**src/rtl/reg_file_mp_pkg.sv**
```systemverilog
// Shared constants, sweep FSM state type and log2 helper for reg_file_mp.
// Optional feature macro: REG_FILE_MP_BYPASS_EN (write-to-read bypass).
package reg_file_mp_pkg;

   localparam int DEF_DATA_W   = 32;
   localparam int DEF_DEPTH    = 32;
   localparam int DEF_NUM_RD   = 2;
   localparam int DEF_ZERO_REG = 1;

   typedef enum logic {
      CLEAR = 1'b0,
      RUN   = 1'b1
   } state_t;

   function automatic int clog2(input int v);
      int r;
      r = 0;
      while ((1 << r) < v) r++;
      return r;
   endfunction

endpackage

```
**src/rtl/reg_file_mp_rd_port.sv**
```systemverilog
// One combinational read port: array mux, optional same-cycle bypass,
// zero-register and busy masking (bypass under REG_FILE_MP_BYPASS_EN).
module reg_file_mp_rd_port
   import reg_file_mp_pkg::*;
#(
   parameter  int DATA_W   = DEF_DATA_W,
   parameter  int DEPTH    = DEF_DEPTH,
   parameter  int ZERO_REG = DEF_ZERO_REG,
   localparam int ADDR_W   = clog2(DEPTH)
) (
   input  logic [ADDR_W-1:0]       raddr_i,
   input  logic [DEPTH*DATA_W-1:0] regs_i,
`ifdef REG_FILE_MP_BYPASS_EN
   input  logic [1:0]              we_i,
   input  logic [2*ADDR_W-1:0]     waddr_i,
   input  logic [2*DATA_W-1:0]     wdata_i,
`endif
   input  logic                    busy_i,
   output logic [DATA_W-1:0]       rdata_o
);

   always_comb begin
      rdata_o = regs_i[raddr_i*DATA_W +: DATA_W];
`ifdef REG_FILE_MP_BYPASS_EN
      // port 1 checked last so it wins a same-address double write
      if (we_i[0] && waddr_i[0 +: ADDR_W] == raddr_i)
         rdata_o = wdata_i[0 +: DATA_W];
      if (we_i[1] && waddr_i[ADDR_W +: ADDR_W] == raddr_i)
         rdata_o = wdata_i[DATA_W +: DATA_W];
`endif
      if (busy_i || (ZERO_REG != 0 && raddr_i == '0))
         rdata_o = '0;
   end

endmodule

```
**src/rtl/reg_file_mp.sv**
```systemverilog
// Multi-port register file: NUM_RD read ports, 2 write ports, clear sweep.
// Optional REG_FILE_MP_BYPASS_EN forwards same-cycle writes to reads.
module reg_file_mp
   import reg_file_mp_pkg::*;
#(
   parameter  int DATA_W   = DEF_DATA_W,
   parameter  int DEPTH    = DEF_DEPTH,
   parameter  int NUM_RD   = DEF_NUM_RD,
   parameter  int ZERO_REG = DEF_ZERO_REG,
   localparam int ADDR_W   = clog2(DEPTH)
) (
   input  logic                     clk,
   input  logic                     rst,
   input  logic [NUM_RD*ADDR_W-1:0] ReadRegister,
   output logic [NUM_RD*DATA_W-1:0] ReadData,
   input  logic [1:0]               WriteEnable,
   input  logic [2*ADDR_W-1:0]      WriteRegister,
   input  logic [2*DATA_W-1:0]      WriteData,
   output logic                     Busy
);

   localparam logic [ADDR_W-1:0] LAST = ADDR_W'(DEPTH - 1);

   state_t            state_q, state_d;
   logic [ADDR_W-1:0] cnt_q, cnt_d;
   logic [DATA_W-1:0] regs_q [DEPTH];
   logic [DEPTH*DATA_W-1:0] regs_flat;
   logic [1:0]        wr_en;
   logic [ADDR_W-1:0] wa0, wa1;

   assign wa0 = WriteRegister[0 +: ADDR_W];
   assign wa1 = WriteRegister[ADDR_W +: ADDR_W];

   always_ff @(posedge clk) begin
      state_q <= state_d;
      cnt_q   <= cnt_d;
   end

   always_comb begin
      state_d = state_q;
      cnt_d   = cnt_q;
      if (rst) begin
         state_d = CLEAR;
         cnt_d   = '0;
      end else begin
         unique case (state_q)
            CLEAR: begin
               if (cnt_q == LAST) begin
                  state_d = RUN;
                  cnt_d   = '0;
               end else begin
                  cnt_d = cnt_q + 1'b1;
               end
            end
            RUN: ;
            default: state_d = CLEAR;
         endcase
      end
   end

   always_comb begin
      Busy = rst || (state_q == CLEAR);
   end

   // writes only land in RUN, so they never collide with the sweep
   always_comb begin
      wr_en[0] = WriteEnable[0] && !Busy &&
                 !(ZERO_REG != 0 && wa0 == '0);
      wr_en[1] = WriteEnable[1] && !Busy &&
                 !(ZERO_REG != 0 && wa1 == '0);
   end

   always_ff @(posedge clk) begin
      if (!rst && state_q == CLEAR)
         regs_q[cnt_q] <= '0;
      if (wr_en[0])
         regs_q[wa0] <= WriteData[0 +: DATA_W];
      if (wr_en[1])
         regs_q[wa1] <= WriteData[DATA_W +: DATA_W];
   end

   always_comb begin
      for (int i = 0; i < DEPTH; i++)
         regs_flat[i*DATA_W +: DATA_W] = regs_q[i];
   end

   for (genvar k = 0; k < NUM_RD; k++) begin : g_rd
      reg_file_mp_rd_port #(
         .DATA_W   (DATA_W),
         .DEPTH    (DEPTH),
         .ZERO_REG (ZERO_REG)
      ) u_rd (
         .raddr_i (ReadRegister[k*ADDR_W +: ADDR_W]),
         .regs_i  (regs_flat),
`ifdef REG_FILE_MP_BYPASS_EN
         .we_i    (wr_en),
         .waddr_i (WriteRegister),
         .wdata_i (WriteData),
`endif
         .busy_i  (Busy),
         .rdata_o (ReadData[k*DATA_W +: DATA_W])
      );
   end

endmodule

```
**config.mk**
```make
export PLATFORM = sky130hd
export DESIGN_NAME = reg_file_mp
export DESIGN_NICKNAME = d
export VERILOG_FILES = /design/src/rtl/reg_file_mp_pkg.sv /design/src/rtl/reg_file_mp_rd_port.sv /design/src/rtl/reg_file_mp.sv
export SDC_FILE = /design/constraint.sdc
export NUM_CORES = 2
export LEC_CHECK = 0
export BUFFER_PORTS_ARGS = -buffer_cell sky130_fd_sc_hd__buf_2
export CAP_MARGIN = 15
export CELL_PAD_IN_SITES_DETAIL_PLACEMENT = 1
export CELL_PAD_IN_SITES_GLOBAL_PLACEMENT = 1
export CORE_ASPECT_RATIO = 0.75
export CORE_UTILIZATION = 35
export DETAILED_ROUTE_END_ITERATION = 10
export PLACE_DENSITY = 0.7
export REMOVE_ABC_BUFFERS = 1
export SLEW_MARGIN = 20
export SYNTH_ARGS = -nofsm -noshare
export SYNTH_HDL_FRONTEND = slang
export SYNTH_SLANG_ARGS = --single-unit
```
**constraint.sdc**
```tcl
create_clock -name clk -period 12.7 [get_ports clk]
set_input_delay 1.905 -clock clk [delete_from_list [all_inputs] [get_ports clk]]
set_output_delay 1.905 -clock clk [all_outputs]
set_load 0.005 [all_outputs]
```
==> summary.md <==
| Metric | Value |
|---|---|
| Maxcap violations | 0 |
| Hold buffer count at CTS | 0 |
| Post-Syn Instances | 5,646 |
| Actual slew at the worst max-slew pin | 1.221 ns |
| Non-filler cells in the finished layout | 7,716 |
| Placement Rows | 131 |
| Core ar. | 170,500 um2 |
| Grt total ovfl | 0 |
| Final Hold Vio Count | 0 |
| Mean Syn Cell Area | 10.66 um2 |
| Net count reported at finish | 5,458 |
| Post-synth EDFFs | 1,024 |
| Most common cell after layout, fill and taps aside | nand2_1 |
| Unique cell type count in the Yosys netlist | 64 |
| Die Ht | 361.2 um |
| RePlAce Congestion | 0.8256 |
| Crit-path max FO | 53 |
| Final TNS setup | 0 ns |
| Commonest register cell after synthesis | edfxtp_1 |
| Worst clock skew | 0.02219 ns |
| Critical Path RT | 10.80 ns |
| CTS tree | yes |
| Post-synth top area share | 0.5107 |
| CTS max path bufs | 3 |
| Port Buffers | 152 |
| Clock root buffer | clkbuf_16 |
| Max Clk Rate | 129.2 MHz |
| Postcts setup bufs | 0 |
| Die span in x | 480.9 um |
| # placed instances | 7,520 |
| Number of global-route vias before repair | 49,252 |
| Pwr per Cell Area | 113.4 nW/um2 |
| RSZ-0062 raised after global routing | false |
| Initial DRC count | 6,822 |
| Post-CTS sizing | 0 |
| Clock sink count | 1,030 |
| CTS H-tree depth | 3 |
| Slew Limit Fails | 0 |
| Status | completed |
| Synth area leaders | edfxtp_1 51%, mux2i_1 13%, o21ai_0 8.0% |
| Maximum vdd drop | 94.31 uV |
| Kind of critical path | in -> out |
| Hold Crit Class | reg -> reg |
| Worst-path clk slew | 0.06 ns |
| Die ar. | 173,700 um2 |
| First-pass GRT wire length | 352.0 mm |
| Starting Density | 0.3532 |
| Ratio of cells with drive above 1 in the final layout | 0.1311 |
| Yosys warns | 0 |
| Aggregate routed wire length | 247.8 mm |
| Tmin final | 7.740 ns |
| Synth area leader | edfxtp_1 |
| Final HPWL DP | 131.9 mm |
| Routed via count | 48,933 |
| DRC Markers | 0 |
| Post-route ant nets | 0 |
| Worst EP arrival | 5.83 ns |
| Max_slew headroom | 0.1857 |
| Drt pass-1 iters | 6 |
| Clock latency on the worst-skew pair | 0.74 ns |
| Largest net degree at the start of global routing | 143 |
| Layout overhead on the synthesized area | 9.266% |
| Lkg Pwr | 24.60 nW |
| Initial antenna violation count | 11 |
| CP endpoint kind | primary output |
| Total CTS buffers | 106 |
| WL per Instance | 32.12 um |
| Async set-reset flop share out of synthesis | 0 |
| Period utilization | 0.6094 |
| Setup Viol. Count Final | 0 |
| Vias per std cell | 6.342 |
| GRT Total Usage | 0.2786 |
| Post-synthesis sequential area ratio | 0.5127 |
| Type of origin of the critical path | primary input |
| Most frequent cells in the layout | 1,135 x nand2_1, 1,024 x edfxtp_1, 965 x o21ai_0, 770 x mux2i_1, 321 x a22oi_1 |
| Boundary Pins | 153 |
| Synthesized area | 60,210 um2 |
| FF+latch count, synth | 1,030 |
[critical path, stage by stage]
cell and delay (ns):
buf_4 0.25, buf_12 0.29, nor2b_4 0.84, buf_4 0.76
buf_4 0.70, a22oi_1 0.22, nand3_1 0.21, nand4_1 0.26
buf_2 0.21
[synth_stat cells, types with 20 or more instances]
master    number
a21oi_1       70
a22oi_1      321
buf_2        293
buf_4         33
clkbuf_1     289
clkbuf_2      20
edfxtp_1    1024
inv_1         41
mux2_2        64
mux2i_1      770
mux4_2       113
nand2_1     1137
nand3_1      195
nand4_1       64
nor3_1        22
o21ai_0      965
o21ai_1       31
o21bai_1      28
[through the flow]
step	hold WS, ns	util	worst slack, ns	total power [mW]	instance area (um2)
floorplan	0.4775	-	4.796	4.023	57110
global placement	0.5175	0.3658	5.080	4.301	62360
detailed placement	0.5229	0.3660	5.094	4.310	62380
CTS	0.5341	0.3857	5.078	7.463	65750
global route	0.5689	0.3859	4.974	7.611	65790
finish	0.5352	0.3860	4.960	7.462	65790
[registers in the layout, summed over array words and instances, names as in the netlist]
name	flops
cnt_q	5
regs_q	1024
state_q	1
[final cells by class]
type                    count  area [um2]
diodes                      3       7.507
clock buffers             134        2800
clock inverters            58       569.3
fillers                 18637      104700
inverters                  41       153.9
multi-input cells        3912       26750
flip-flops and latches   1030       30870
well taps                2261        2829
repair buffers            277        1812
[layer usage]
layer | part of all wire | track usage
met3 | 0.11 | 0.05864
met1 | 0.41 | 0.3890
met5 | 0.000052 | 0
met4 | 0.039 | 0.09967
met2 | 0.44 | 0.4248
[logic make-up (layout without fill, tap and decap cells)]
group / after synthesis / count (layout) / synth area share
AOI/OAI and AO/OA: 1434 / 1434 / 0.1348
adders and majority gates: 2 / 2 / 0.0004155
buffers and inverters: 704 / 510 / 0.05413
DFF: 1030 / 1030 / 0.5127
muxes: 962 / 962 / 0.1888
other: 0 / 3 / 0
and+or+nand+nor: 1514 / 1514 / 0.1091
[power breakdown]
part	internal (mW)	switching, mW
sequential	3.70	0.00981
combinational	0.190	0.350
clock	1.76	1.45
[worst paths after layout]
path	start	cells past startpoint	slack [ns]	to
worst min-delay path	cnt_q[3]	2	0.54	cnt_q[3]
worst min register to register	cnt_q[3]	2	0.54	cnt_q[3]
worst max register to register	state_q	6	9.01	regs_q[12][19]
worst max-delay path	ReadRegister[1]	9	4.96	ReadData[8]
Power figures use the tool's default switching activity.
